`src/rtl/pc_sequencer.sv`:
```
// Program-counter sequencer: a FETCH/EXEC/UPDATE loop that selects the next PC
// from a jump, a taken branch or sequential flow, and counts retired updates.
module pc_sequencer #(
  parameter logic [15:0] RESET_VEC = 16'h0000
) (
  input  logic        clk,
  input  logic        clear,
  input  logic        imem_ack,
  input  logic        stall,
  input  logic        jmp,
  input  logic [15:0] jmp_target,
  input  logic        br_taken,
  input  logic [15:0] br_offset,
  output logic [15:0] pc,
  output logic [15:0] pc_next,
  output logic        imem_req,
  output logic        instr_valid,
  output logic [1:0]  state,
  output logic [15:0] retired
);

  // Handshakes: the fetch request (imem_req) stays high for the whole FETCH
  // state and the word is taken on the first rising edge where imem_ack is
  // also high; instr_valid marks EXEC and the datapath holds it there with
  // stall, the instruction completing on the first EXEC edge with stall low.
  typedef enum logic [1:0] {
    IDLE   = 2'd0,
    FETCH  = 2'd1,
    EXEC   = 2'd2,
    UPDATE = 2'd3
  } state_e;

  state_e      state_q, state_d;
  logic [15:0] pc_q, pc_d;
  logic [15:0] tgt_q, tgt_d;
  logic [15:0] retired_q, retired_d;
  logic [15:0] pc_seq;

  // All arithmetic is 16 bits wide, so wrap-around is inherent.
  always_comb begin
    pc_seq = pc_q + 16'd1;
    if (jmp)
      pc_next = jmp_target;
    else if (br_taken)
      pc_next = pc_seq + br_offset;
    else
      pc_next = pc_seq;
  end

  always_comb begin
    state_d     = state_q;
    pc_d        = pc_q;
    tgt_d       = tgt_q;
    retired_d   = retired_q;
    imem_req    = 1'b0;
    instr_valid = 1'b0;
    case (state_q)
      IDLE: state_d = FETCH;
      FETCH: begin
        imem_req = 1'b1;
        if (imem_ack) state_d = EXEC;
      end
      EXEC: begin
        instr_valid = 1'b1;
        if (!stall) begin
          tgt_d   = pc_next;
          state_d = UPDATE;
        end
      end
      UPDATE: begin
        pc_d      = tgt_q;
        retired_d = retired_q + 16'd1;
        state_d   = FETCH;
      end
      default: state_d = IDLE;
    endcase
  end

  always_ff @(posedge clk or posedge clear) begin
    if (clear) begin
      state_q   <= IDLE;
      pc_q      <= RESET_VEC;
      tgt_q     <= RESET_VEC;
      retired_q <= 16'd0;
    end else begin
      state_q   <= state_d;
      pc_q      <= pc_d;
      tgt_q     <= tgt_d;
      retired_q <= retired_d;
    end
  end

  assign pc      = pc_q;
  assign state   = state_q;
  assign retired = retired_q;

endmodule

```
`config.mk`:
```
export PLATFORM = sky130hd
export DESIGN_NAME = pc_sequencer
export DESIGN_NICKNAME = d
export VERILOG_FILES = /design/src/rtl/pc_sequencer.sv
export SDC_FILE = /design/constraint.sdc
export NUM_CORES = 1
export LEC_CHECK = 0
export ABC_AREA = 1
export BUFFER_PORTS_ARGS = -buffer_cell sky130_fd_sc_hd__buf_4
export CORE_MARGIN = 10
export CORE_UTILIZATION = 39
export DETAILED_ROUTE_END_ITERATION = 8
export PLACE_DENSITY = 0.68
export REMOVE_ABC_BUFFERS = 1
export SLEW_MARGIN = 10
export SYNTH_ARGS = -nofsm -noshare
export SYNTH_HDL_FRONTEND = slang
export SYNTH_SLANG_ARGS = --single-unit
```
`constraint.sdc`:
```
create_clock -name clk -period 3 [get_ports clk]
set_input_delay 0 -clock clk [delete_from_list [all_inputs] [get_ports clk]]
set_output_delay 0 -clock clk [all_outputs]
set_load 0.01 [all_outputs]
```
==> results.cfg, run 1 <==
[synth]
yosys.area.top_type_share = 0.341
yosysWarningCount = 0
synthCells = 519
synth-main-ff-cell = dfrtp_1
synth_area_leaders = dfrtp_1, nand2_1, ha_1
ys_types = 35
synth_seq_cells = 50
postSynthAreaPerCell_sq_um = 7.08
yosysTopAreaCell = dfrtp_1
synthTopCellsByCount = nand2_1, inv_1, dfrtp_1, nor2_1, o21ai_0
syn-cell-area_sq_um = 3670
synth-edff-count = 0
async_flop_share = 1.00
ys_seq_area_frac = 0.341
synth.most_common_cell = nand2_1

[setup_path]
regToRegSetupSlack_ns = 0.40
slowest_stage = dfrtp_1
crit_required_ns = 3.00
worstPathMaxFanout = 5
worstSetupEndpointType = output port
crit_top_cell = nand2_1
path_class = flip-flop to output port
critPathArrivalTime_ns = 2.85
startpoint_type = flip-flop
cp_cell_sequence = ha_2, nand2_2, nor2_4, nand2_4, inv_2, nand3_2, a21oi_4, ha_4, nand2_4, inv_1, nand2_1, nand2_1, nand2_1, nand2_1, inv_1, nand2_1, nand3_1, nand3_1, nand2_1, nand2_1, buf_4
max_stage_delay_ns = 0.42

[final_layout]
drive_gt1_frac = 0.282
nets = 677
fillers = 888
area_growth_pct = 32.2
num_antenna_cells = 0
finalNonFillerCells = 725

[route]
wl_per_cell_um = 14.9
drt-initial-drc-count = 165
wl_um = 10800
ant_nets = 0
drc = 0
drt_first_pass_iters = 4
vias = 3639
viasPerCell = 5.02

[cts]
clkLatencyLatePin_ns = 0.30
cts_buffer_depth = 2
clkTransAtPathRegs_ns = 0.09
cts_root_buf = clkbuf_8
cts.sinks = 50
cts_tree = built
cts_htree_levels = 2
numCtsBuffers = 5

[timing]
min_period_ns = 2.85
slew_headroom = 0.296
setup-tns-final_ns = 0
hold_violations = 0
setup_violations = 0
slew_violations = 0
tightest_slew_ns = 1.06
max_freq_mhz = 351
fin_crit_sh = 0.949
whs_ns = 0.00823
fin_skew_ns = 0.0165

[grt]
grt_pass1_wl_um = 16800
grt_pass1_vias = 3541
grt_max_degree = 51
grt.total_usage = 0.153
overflow = 0
grt_antenna_before_repair = 0

[floorplan]
dieArea_sq_um = 13700
die_w_um = 117
start_util = 0.399
die_h_um = 117
core-area_sq_um = 9200
rows = 35
ios = 90

[place]
port_buffers = 89
gp_congestion = 0.963
placed_cells = 710
dp_hpwl_um = 8390

[power]
power.internal_uw = 2070
p_sw_uw = 1840
pwr-share-comb = 0.606
powerDensity_nw_per_um2 = 805
power_uw = 3910
p_sw_frac = 0.471
power_frac_clock = 0.099
peakVddDrop_mv = 0.491
leakagePower_uw = 0.00255
pwr-share-seq = 0.295

[worst_hold_path]
min_path_type = input pin to flip-flop

[status]
status = finished clean

[run]
maxCapViolCount = 0
## worst max-delay path, delay by kind of cell, from the launching register on
family                     cells  cell delay, ns
buffers and inverters          4            0.32
adders and majority gates      2            0.49
and+or+nand+nor               14            1.08
AOI/OAI and AO/OA              1            0.24
DFF                            1            0.42
## per-layer routing
metal,share of wire,track usage,vias up
li1,-,-,1808
met1,0.42,0.187,1714
met2,0.50,0.270,97
met3,0.051,0.0219,20
met4,0.025,0.0519,0
met5,0,0,-
## sequential cells by signal (all words and copies together), names as in the netlist
signal   count
retired     16
state        2
tgt_q       16
pc          16
## repair_timing
action / in CTS / in global routing
buffers inserted: 1 / 3
resized for setup: 1 / 65
setup endpoints to repair: 1 / 14
pin swaps: 0 / 19
hold buffers: 3 / 0
endpoints found under the hold margin: 5 / 0
## through the flow
step | setup slack (ns) | util | area (sq um)
final | 0.154 | 0.528 | 4860
after global routing | -0.0415 | 0.528 | 4860
after CTS | 0.0329 | 0.499 | 4590
after detailed placement | 0.197 | 0.484 | 4450
after global placement | 0.299 | 0.484 | 4450
after floorplan | 0.500 | - | 3620
## placed cells by master (no fill, tap or decap), types with 2 or more instances in the layout
cell type,instances
inv_1,62
a21oi_2,4
a21oi_1,18
nand2_4,5
nor3_1,3
dfrtp_2,2
nor2_4,10
nor2_2,8
nand3_2,3
xor2_1,15
xnor2_1,10
o21ai_0,28
inv_2,6
dlygate4sd3_1,3
xor2_2,5
clkbuf_8,5
o21ai_1,9
o21bai_1,2
nand2_1,161
ha_4,6
nand4_1,5
nor2_1,27
mux2_2,3
buf_4,95
a31oi_1,4
ha_1,18
nand3_1,19
nand2_2,13
dfrtp_1,48
a21o_1,2
## path summary, 6_finish.rpt
| kind | startpoint | endpoint | cells after the start |
|---|---|---|---|
| max | pc[0] | pc_next[15] | 21 |
| min | jmp_target[6] | tgt_q[6] | 3 |
| max reg2reg | pc[0] | tgt_q[15] | 22 |
| min reg2reg | tgt_q[3] | pc[3] | 2 |
| max in group asynchronous | clear | pc[2] | 3 |
| min in group asynchronous | clear | retired[15] | 3 |
## layout make-up
cell class                      count  area [sq um]  share of cell area
Sequential cell                    50          1250               0.258
Clock inverter                      2          13.8             0.00283
Tap cell                          111           139              0.0286
Inverter                           69           259              0.0533
Multi-Input combinational cell    388          2360               0.487
Clock buffer                        6          72.6              0.0149
Timing Repair Buffer               99           754               0.155
## cells by family (layout without fill, tap and decap cells)
kind of cell             after synthesis  in the layout  share of synthesized area
flip-flops                            50             50                      0.341
XOR/XNOR                              30             30                     0.0715
multiplexers                           3              3                    0.00920
AO/OA/AOI/OAI                         68             68                     0.0978
AND/OR/NAND/NOR                      261            261                      0.306
adder cells (fa/ha/maj)               26             26                     0.0906
buffers and inverters                 81            176                     0.0848
## power groups by stage
stage	registers (uW)	clock network (uW)	logic (uW)
2_1_floorplan	1170	0	1330
3_3_place_gp	1140	0	2100
3_5_place_dp	1150	0	2130
4_1_cts	1140	402	2170
5_1_grt	1190	428	2660
6_report	1150	388	2370
No activity file was read; power rests on OpenSTA's default activity.
==> run 2, diff against run 1 <==
--- a/config.mk
+++ b/config.mk
@@ -6,12 +6,11 @@
 export NUM_CORES = 1
 export LEC_CHECK = 0
 export ABC_AREA = 1
-export BUFFER_PORTS_ARGS = -buffer_cell sky130_fd_sc_hd__buf_4
 export CORE_MARGIN = 10
 export CORE_UTILIZATION = 39
 export DETAILED_ROUTE_END_ITERATION = 8
-export PLACE_DENSITY = 0.68
-export REMOVE_ABC_BUFFERS = 1
+export DONT_BUFFER_PORTS = 1
+export PLACE_DENSITY = 0.6
 export SLEW_MARGIN = 10
 export SYNTH_ARGS = -nofsm -noshare
 export SYNTH_HDL_FRONTEND = slang
==> run 2 against run 1 <==
Effect of this change: the flow now finishes with violations (negative hold slack); flip-flop and latch count unchanged; core utilization is 5.7 points lower; sequential power is 9% higher; clock power up 27%; worst setup slack better by 0.033 ns; via count decreased by 7.6%; design area fell by 11%; clock skew is 0.0093 ns lower; largest power group unchanged; highest routed layer unchanged.
==> results.cfg, run 2 (synthesized netlist as in run 1, its figures left out) <==
[status]
status = finished, violations left
failed_checks = negative hold slack

[grt]
grt_util_met2 = 0.253
grt_antenna_before_repair = 0
top_usage_layer = met2
grt_use_met3 = 0.0525
grt_max_degree = 51
grt_use_met1 = 0.202
grt.total_usage = 0.157
grt_pass1_wl_um = 17000
overflow = 0
grt_pass1_vias = 3241

[power]
p_sw_frac = 0.473
peakVddDrop_mv = 0.521
power_frac_clock = 0.134
leakagePower_uw = 0.00218
power.internal_uw = 1940
pwr-share-comb = 0.527
powerDensity_nw_per_um2 = 849
p_sw_uw = 1740
pwr-share-seq = 0.339

[floorplan]
core-area_sq_um = 9200
start_util = 0.399
die_w_um = 117
dieArea_sq_um = 13700
rows = 35
ios = 90
die_h_um = 117

[setup_path]
cpLargestDelayFamily = simple AND/OR/NAND/NOR gates
slowest_stage = dfrtp_1
critPathBufInv = 4
reg2reg_to = tgt_q[10]
max_stage_delay_ns = 0.39
crit_top_cell = nand2_1
r2r-start = pc[1]
critPathArrivalTime_ns = 2.81
crit_required_ns = 3.00
worstPathMaxFanout = 3
reg2regPathDepth = 19
startpoint_type = flip-flop
regToRegSetupSlack_ns = 0.25
worstSetupEndpointType = output port
cp_cell_sequence = buf_4, nand3_1, buf_4, nor2_4, nand2_4, xor2_4, buf_4, ha_1, nand2_1, nand2_1, o21bai_1, inv_1, nand2_1, xnor2_1, nand2_1, nand2_1, nand2_1
path_class = flip-flop to output port

[synth]
synth.net_count = 583

[timing]
tightest_slew_ns = 1.07
hold_violations = 1
rsz0062_at_grt = true
min_period_ns = 2.81
fin_skew_ns = 0.00723
slew_violations = 0
max_freq_mhz = 355
whs_ns = -0.00618
fin_crit_sh = 0.938
setup_violations = 0
slew_headroom = 0.284

[worst_hold_path]
hold_start = jmp
min_path_type = input pin to flip-flop
worstHoldPathCells = 5
min_to = tgt_q[13]

[place]
placed_area_sq_um = 3840
dp_hpwl_um = 8300
port_buffers = 0
gp_congestion = 0.878

[cts]
clkTransAtPathRegs_ns = 0.09
cts.sinks = 50
cts_tree = built
clkLatencyLatePin_ns = 0.30
cts_root_buf = clkbuf_8
cts_buffer_depth = 2
cts_htree_levels = 2
numCtsBuffers = 5

[route]
ant_nets = 0
drt_first_pass_iters = 5
drc = 0
viasPerCell = 5.17
drt-initial-drc-count = 194
vias = 3364
wl_per_cell_um = 16.5
wl_um = 10800

[final_layout]
fin_util = 0.471
drive_gt1_frac = 0.170
num_antenna_cells = 0
mostFrequentLayoutCells = nand2_1, inv_1, dfrtp_1
area_growth_pct = 17.9
final_common_cell = nand2_1
final_cell_area_sq_um = 4330
nets = 604

[run]
maxCapViolCount = 0
-- run 2: tightest hold or removal path, cell delays in order --
cell and delay (ns):
a21oi_1 0.02, nand2_1 0.07, nand2_2 0.06, nand2_1 0.06, nand2_1 0.05
-- run 2: per-layer routing --
layer	up-vias	share of wire
met5	-	0
met4	0	0.012
met3	10	0.10
met2	112	0.46
met1	1576	0.43
li1	1666	-
-- run 2: power by group through the flow --
stage | logic [uW] | registers [uW] | clock network (uW)
after floorplan | 1360 | 1170 | 0
after global placement | 1730 | 1250 | 0
after detailed placement | 1740 | 1250 | 0
after CTS | 1780 | 1240 | 510
after global routing | 2210 | 1290 | 538
final | 1940 | 1250 | 494
-- run 2: what timing repair did --
item,4_1_cts,5_1_grt
resized for setup,3,57
hold buffers,10,0
endpoints found under the setup margin,6,14
setup buffers,1,4
endpoints found under the hold margin,58,0
pin swaps,0,18
-- run 2: worst max path at each step --
| stage | slack [ns] | from | cells after the start | end |
|---|---|---|---|---|
| 2_1_floorplan | 0.52 | pc[1] | 17 | tgt_q[7] |
| 4_1_cts | 0.02 | pc[5] | 20 | pc_next[15] |
| 3_5_place_dp | 0.01 | pc[2] | 17 | tgt_q[14] |
| 3_3_place_gp | 0.13 | pc[2] | 17 | tgt_q[14] |
| 5_1_grt | -0.06 | pc[0] | 23 | pc_next[15] |
| 6_report | 0.19 | pc[1] | 17 | pc_next[10] |
-- run 2: through the flow --
step                      setup WS (ns)  TNS [ns]  total power (uW)  std cells
after floorplan                   0.520         0              2530        519
after global placement            0.126         0              2980        629
after detailed placement         0.0119         0              3000        629
after CTS                        0.0170         0              3530        647
after global routing            -0.0553    -0.115              4040        651
final                             0.187         0              3680        651
-- run 2: cell type report --
type / instances / area [sq um]
multi-input combinational: 388 / 2340
timing repair buffer: 26 / 220
tap: 111 / 139
inverter: 69 / 259
sequential: 50 / 1260
fill: 938 / 4860
clock inverter: 1 / 30.0
clock buffer: 6 / 82.6
